===== src/rtl/circuit.sv =====
// Four-slot parking-lot controller: occupancy register, door/full lamps and an
// optional multiplexed 5-digit seven-segment status display (macro SEVEN_SEG_EN).
module circuit (
    input  logic       clk,
    input  logic       rst,
    input  logic       entry_sensor,
    input  logic       exit_sensor,
    input  logic [1:0] switch,
    output logic [3:0] parking_slots,
    output logic       door_open_light,
    output logic       full_light,
    output logic [2:0] capacity,
    output logic [2:0] best_place,
    output logic [7:0] sev_data,
    output logic [4:0] sev_sel
);

    function automatic logic [2:0] occ_count(input logic [3:0] s);
        logic [2:0] c;
        c = 3'd0;
        for (int i = 0; i < 4; i++) c = c + {2'b00, s[i]};
        return c;
    endfunction

    // 1-based position of the lowest free slot, 0 when every slot is taken
    function automatic logic [2:0] lowest_free(input logic [3:0] s);
        logic [2:0] p;
        if (!s[0])      p = 3'd1;
        else if (!s[1]) p = 3'd2;
        else if (!s[2]) p = 3'd3;
        else if (!s[3]) p = 3'd4;
        else            p = 3'd0;
        return p;
    endfunction

    logic [3:0] slots_q, slots_d;
    logic       door_q, door_d;
    logic       entry_ok, exit_ok;

    always_comb begin
        entry_ok = entry_sensor && (slots_q != 4'hF);
        exit_ok  = exit_sensor && slots_q[switch];
        slots_d  = slots_q;
        if (exit_ok)
            slots_d[switch] = 1'b0;
        // Entry targets a slot free before the edge, so it never collides with the exit bit
        if (entry_ok)
            slots_d[lowest_free(slots_q) - 3'd1] = 1'b1;
        door_d = entry_ok || exit_ok;
    end

    always_ff @(posedge clk) begin
        if (rst) begin
            slots_q <= 4'h0;
            door_q  <= 1'b0;
        end else begin
            slots_q <= slots_d;
            door_q  <= door_d;
        end
    end

    assign parking_slots   = slots_q;
    assign door_open_light = door_q;
    assign capacity        = 3'd4 - occ_count(slots_q);
    assign full_light      = (slots_q == 4'hF);
    assign best_place      = lowest_free(slots_q);

`ifdef SEVEN_SEG_EN
    function automatic logic [7:0] seg_hex(input logic [3:0] v);
        logic [7:0] g;
        case (v)
            4'h0: g = 8'h3F;  4'h1: g = 8'h06;  4'h2: g = 8'h5B;  4'h3: g = 8'h4F;
            4'h4: g = 8'h66;  4'h5: g = 8'h6D;  4'h6: g = 8'h7D;  4'h7: g = 8'h07;
            4'h8: g = 8'h7F;  4'h9: g = 8'h6F;  4'hA: g = 8'h77;  4'hB: g = 8'h7C;
            4'hC: g = 8'h39;  4'hD: g = 8'h5E;  4'hE: g = 8'h79;  default: g = 8'h71;
        endcase
        return g;
    endfunction

    logic [2:0] scan_q, scan_d;
    logic [7:0] sev_data_q, sev_data_d;

    // Segment data is built from the post-edge state so it always matches the lit digit
    always_comb begin
        scan_d = (scan_q == 3'd4) ? 3'd0 : scan_q + 3'd1;
        case (scan_d)
            3'd0:    sev_data_d = seg_hex({1'b0, 3'd4 - occ_count(slots_d)});
            3'd1:    sev_data_d = seg_hex({1'b0, lowest_free(slots_d)});
            3'd2:    sev_data_d = (slots_d == 4'hF) ? 8'h71 : 8'h00;
            3'd3:    sev_data_d = door_d ? 8'h5C : 8'h00;
            3'd4:    sev_data_d = seg_hex({1'b0, occ_count(slots_d)});
            default: sev_data_d = 8'h00;
        endcase
    end

    always_ff @(posedge clk) begin
        if (rst) begin
            scan_q     <= 3'd0;
            sev_data_q <= seg_hex(4'd4);
        end else begin
            scan_q     <= scan_d;
            sev_data_q <= sev_data_d;
        end
    end

    assign sev_sel  = 5'b00001 << scan_q;
    assign sev_data = sev_data_q;
`else
    assign sev_sel  = 5'b00000;
    assign sev_data = 8'h00;
`endif

endmodule


===== config.mk =====
export PLATFORM = sky130hd
export DESIGN_NAME = circuit
export DESIGN_NICKNAME = d
export VERILOG_FILES = /design/src/rtl/circuit.sv
export SDC_FILE = /design/constraint.sdc
export NUM_CORES = 1
export LEC_CHECK = 0
export CORE_MARGIN = 5
export CORE_UTILIZATION = 30
export CTS_BUF_LIST = sky130_fd_sc_hd__clkbuf_8
export CTS_CLUSTER_SIZE = 40
export DETAILED_ROUTE_END_ITERATION = 7
export GPL_TIMING_DRIVEN = 0
export PLACE_DENSITY = 0.77
export RECOVER_POWER = 25
export SLEW_MARGIN = 15
export SYNTH_ARGS = -nofsm -noshare
export SYNTH_HDL_FRONTEND = slang
export SYNTH_SLANG_ARGS = --single-unit

===== constraint.sdc =====
create_clock -name clk -period 4 [get_ports clk]
set_clock_uncertainty 0.1 [all_clocks]
set_input_delay 0.6 -clock clk [delete_from_list [all_inputs] [get_ports clk]]
set_output_delay 0.6 -clock clk [all_outputs]
set_load 0.01 [all_outputs]

======== Yosys cells after proc, flatten, opt, wreduce, memory -nomap -nowiden ========
Cells that the tools add are included.
storage, ports and cells
  flip-flop bits (word level) ............. 5
  bits in latches ......................... 0
  RAM bits ................................ 0
  ROM bits ................................ 0
  bits of input ports ..................... 6
  logic and storage cells ................. 34
  memories ................................ 0
cells by class
  add/subtract/negate cells ............... 5
  multipliers ............................. 0
  divide/modulo/power cells ............... 0
  magnitude comparators ................... 4
  equal/unequal tests ..................... 2
  shifts and indexed selects .............. 0
  multiplexer cells ....................... 13
  bitwise gates (word level) .............. 3
  reductions and logical operators ........ 5
operators by type and width
  cell                 count
  $mux 3               5
  $mux 4               2
  $and 4x4->4          1
  $demux 1 s2          2
  $eq 4x4->1 const B   1
  $logic_and 1x1->1    4
  $ne 4x4->1 const B   1
  $not 4->4            1
  $or 4x4->4           1
  $add 2x1->3          1
  $add 3x1->3          1
  $ge 3x1->1 const B   1
  $lt 2x3->1 const B   1
  $lt 3x3->1 const B   1
  $mux 1               3
  $sub 3x1->3 const B  1
  $sub 3x3->3 const A  1
  $add 1x1->2          1
  $bmux 1 s2           1
  $ge 2x1->1 const B   1
  $logic_or 1x1->1     1

======== Depth between registers and ports, before layout ========
  depth after elaboration ................. 12
  gate-level depth with buffers ........... 5

======== Worst setup path after synthesis ========
No wires, ideal clock.
  kind .................................... register to output
  start ................................... register slots_q[1] (netlist: parking_slots[1])
  end ..................................... output capacity[1]
  arrival time ............................ 1.481 ns
  setup slack ............................. 1.819 ns
  cell stages (with the launch flop) ...... 5
  buffers on the path ..................... 0
  cells stage by stage .................... dfxtp_1 > fa_1 > inv_1 > ha_1 > ha_1
on the way
  longest elaborated chain between the ends .. 4
RTL lines
  item                      RTL line  RTL
  start: declaration        36        logic [3:0] slots_q, slots_d;
  start signal: assignment  57        slots_q <= slots_d;
  $add 1x1->2               21        for (int i = 0; i < 4; i++) c = c + {2'b00, s[i]};
  $add 2x1->3               21
  $add 3x1->3               21
  $sub 3x3->3               64        assign capacity = 3'd4 - occ_count(slots_q);
  end: declaration          12        output logic [2:0] capacity,
Every way passes these cells.

======== Worst setup path in the final report ========
Ends and elaborated chain as after synthesis.

==> summary.txt <==
Run status
  • Status: complete, no violations

Critical path
  • Crit end category: primary output
  • Top delay family on crit path: adder cells
  • Most frequent CP cell: ha_1
  • CP max-delay cell: fa_1
  • Worst path cell trace: fa_1 > inv_1 > ha_1 > ha_1 > clkdlybuf4s50_1
  • WP data required: 3300 ps
  • CP Launch Type: register
  • Max stage delay on crit path: 590 ps
  • Crit path kind: reg -> out
  • Peak fanout along the critical path: 12
  • Critical path data arrival time: between 2000 and 2500 ps
  • WP buf/inv: 2

Clock tree
  • Post-CTS Resized: 0
  • CTS Buffer Depth: 2
  • Later-pin clock latency in the skew report: 220 ps
  • H-tree Lvls: 1
  • Hold buffer count at CTS: 0
  • Reg clk slew, reported paths: 40 ps
  • Number of CTS-inserted buffers: 3
  • Sink Count: 5
  • CTS tree: yes
  • Setup bufs post-CTS: 0
  • CTS root buf: clkbuf_8

Placed design
  • Dpl cells: 104
  • PortBufs: 17
  • DPL Wire Length: 859 um
  • GP Congestion: 0.747

Yosys
  • Yosys reg bits: 5
  • Most frequent cell after synthesis: buf_4
  • Ys flop type: dfxtp_1
  • Top cell type's share of synthesized area: 21.2%
  • Number of synthesized flops with an enable pin: 0
  • Top cell type by total area after synthesis: dfxtp_1
  • Mapped Area: 473 um^2
  • Synth async-reset ratio: 0%
  • YS warnings: 0
  • Register area share after synthesis: 21.2%
  • Top post-synthesis cells by area: dfxtp_1, buf_4, ha_1
  • Syn_area_per_cell: 8.02 um^2
  • Top cells by count, synth: buf_4, dfxtp_1, nor2_1, ha_1, nand2_1
  • Netlist cell types: 27
  • Synthesized instance count: 59

GRT
  • Initial antenna violation count: 0
  • Grt total ovfl: 0
  • Pin count of the biggest net entering global routing: 13
  • First-pass GRT wire length: 1770 um
  • Total GRT Usage: 9.16%
  • Vias in the first global route: 450

Die
  • Die area: 2470 um^2
  • # IOs: 31
  • Row count: 14
  • Die Width: approximately 50 um
  • Core ar.: between 1500 and 2000 um^2
  • Initial Util: about a third
  • Die H: 49.7 um

Power
  • VDD IR max: around 0.00013 V
  • Power Dens Cells: 285 nW/um^2
  • Sequential share of power: between 20 and 30%
  • Clock share of power: 42.0%
  • Leakage: approximately 0.35 nW
  • Combinational Power Share: 30.1%
  • Sw Ratio: 27.1%
  • NetSw: 58.1 uW
  • Int Power: roughly 160 uW

Timing
  • Final number of hold-violating endpoints: 0
  • Part of the cycle the worst path needs: 73.8%
  • RSZ-0062 raised after global routing: no
  • Tmin final: 2950 ps
  • Fin Setup TNS: 0 ps
  • Setup violators final: 0
  • Final Max Tran Viols: 0
  • Fmax: 339 MHz

Route
  • Violation count after the first detailed-route iteration: 0
  • WL per Instance: ~10 um
  • Wirelength, routed: 1090 um
  • Via count: ~460
  • Post-route DRC: 0
  • DR pass1 iterations: 1
  • Vias per cell: 4.27
  • DRT antenna net count: 0

Min path
  • Worst hold path type: reg -> reg

Final layout
  • Post-layout nets: 104
  • Final non-filler cell total: 108
  • P&R area growth vs syn: 59.3%
  • Diode count: 0
  • Layout cells sized above 1: 20.7%
  • Register Area: 100 um^2
  • Filler cell count: 157
  • Multi-input logic area: 305 um^2

Run
  • Maxcap violations: 0
==> worst paths after layout <==
kind / to / slack, ps / depth (start not counted) / from
setup / recovery: capacity[1] / 1050 / 5 / parking_slots[1]
hold reg to reg: parking_slots[3] / 490 / 2 / parking_slots[3]
setup reg to reg: parking_slots[3] / 2580 / 4 / parking_slots[1]
hold / removal: parking_slots[3] / 490 / 2 / parking_slots[3]
==> cell families (layout without fill, tap and decap cells) <==
kind of cell | Yosys count | in the layout | synth area share [%]
AO/OA/AOI/OAI | 10 | 10 | 15.1
adder cells (fa/ha/maj) | 5 | 5 | 14.8
multiplexers | 1 | 1 | 2.12
other | 1 | 13 | 0.793
buffers and inverters | 17 | 38 | 23.8
AND/OR/NAND/NOR | 20 | 20 | 22.2
flip-flops | 5 | 5 | 21.2
==> flip-flops by register name, summed over array words and instances, names as in the netlist <==
| signal | count |
|---|---|
| parking_slots | 4 |
| door_open_light | 1 |
==> power groups by stage <==
| stage | Clock [mW] | Sequential, mW | Combinational [mW] |
|---|---|---|---|
| after global placement | 0 | 0.0603 | 0.0640 |
| after detailed placement | 0 | 0.0605 | 0.0653 |
| after CTS | 0.0911 | 0.0600 | 0.0654 |
| final | 0.0900 | 0.0599 | 0.0647 |
| after global routing | 0.0967 | 0.0608 | 0.0719 |
| after floorplan | 0 | 0.0602 | 0.0348 |
==> cell usage in the layout, fill, tap and decap left out <==
cell type | synthesis | routed
clkdlybuf4s50_1 | 0 | 16
buf_4 | 13 | 13
conb_1 | 1 | 13
nor2_1 | 5 | 5
dfxtp_1 | 5 | 5
inv_1 | 3 | 4
nand2_1 | 4 | 4
ha_1 | 4 | 4
nand2b_1 | 3 | 3
clkbuf_8 | 0 | 3
a21oi_1 | 2 | 2
o22ai_1 | 2 | 2
inv_2 | 1 | 1
and4_1 | 1 | 1
nor2b_1 | 1 | 1
and3_1 | 1 | 1
a211oi_1 | 1 | 1
o21ai_0 | 1 | 1
a31oi_1 | 1 | 1
a41oi_1 | 1 | 1
nor3_1 | 1 | 1
nand3_1 | 1 | 1
nand4_1 | 1 | 1
mux2i_1 | 1 | 1
or3_1 | 1 | 1
nand2b_2 | 1 | 1
a211o_1 | 1 | 1
o211ai_2 | 1 | 1
fa_1 | 1 | 1
dlygate4sd3_1 | 0 | 1
==> metrics by stage <==
step           util (%)  setup slack (ps)  area, um^2  power [mW]  hold WS [ps]
2_1_floorplan         -              1820         518      0.0950           445
3_3_place_gp       47.0              1300         708       0.124           474
3_5_place_dp       47.0              1270         708       0.126           474
4_1_cts            50.0              1030         753       0.216           482
5_1_grt            50.0               901         753       0.229           506
6_report           50.0              1050         753       0.215           489
==> per-layer routing <==
| metal | wire length [um] | global-route usage [%] |
|---|---|---|
| met3 | 94 | 3.92 |
| met2 | 575 | 15.9 |
| met4 | 19 | 7.42 |
| met5 | 0 | 0 |
| met1 | 397 | 7.99 |
==> final cells by class <==
class | count | share of cell area [%]
timing repair buffer | 17 | 22.6
inverter | 4 | 1.99
clock inverter | 1 | 0.498
multi-input combinational | 49 | 40.5
buffer | 13 | 13.0
tap | 16 | 2.66
sequential | 5 | 13.3
clock buffer | 3 | 5.48
==> worst reg2reg max path: stages (launching register included) <==
cell	delay, ps
dfxtp_1	580
ha_1	290
nor2_1	70
a21oi_1	160
o22ai_1	100
(Power assumes the default switching activity.)
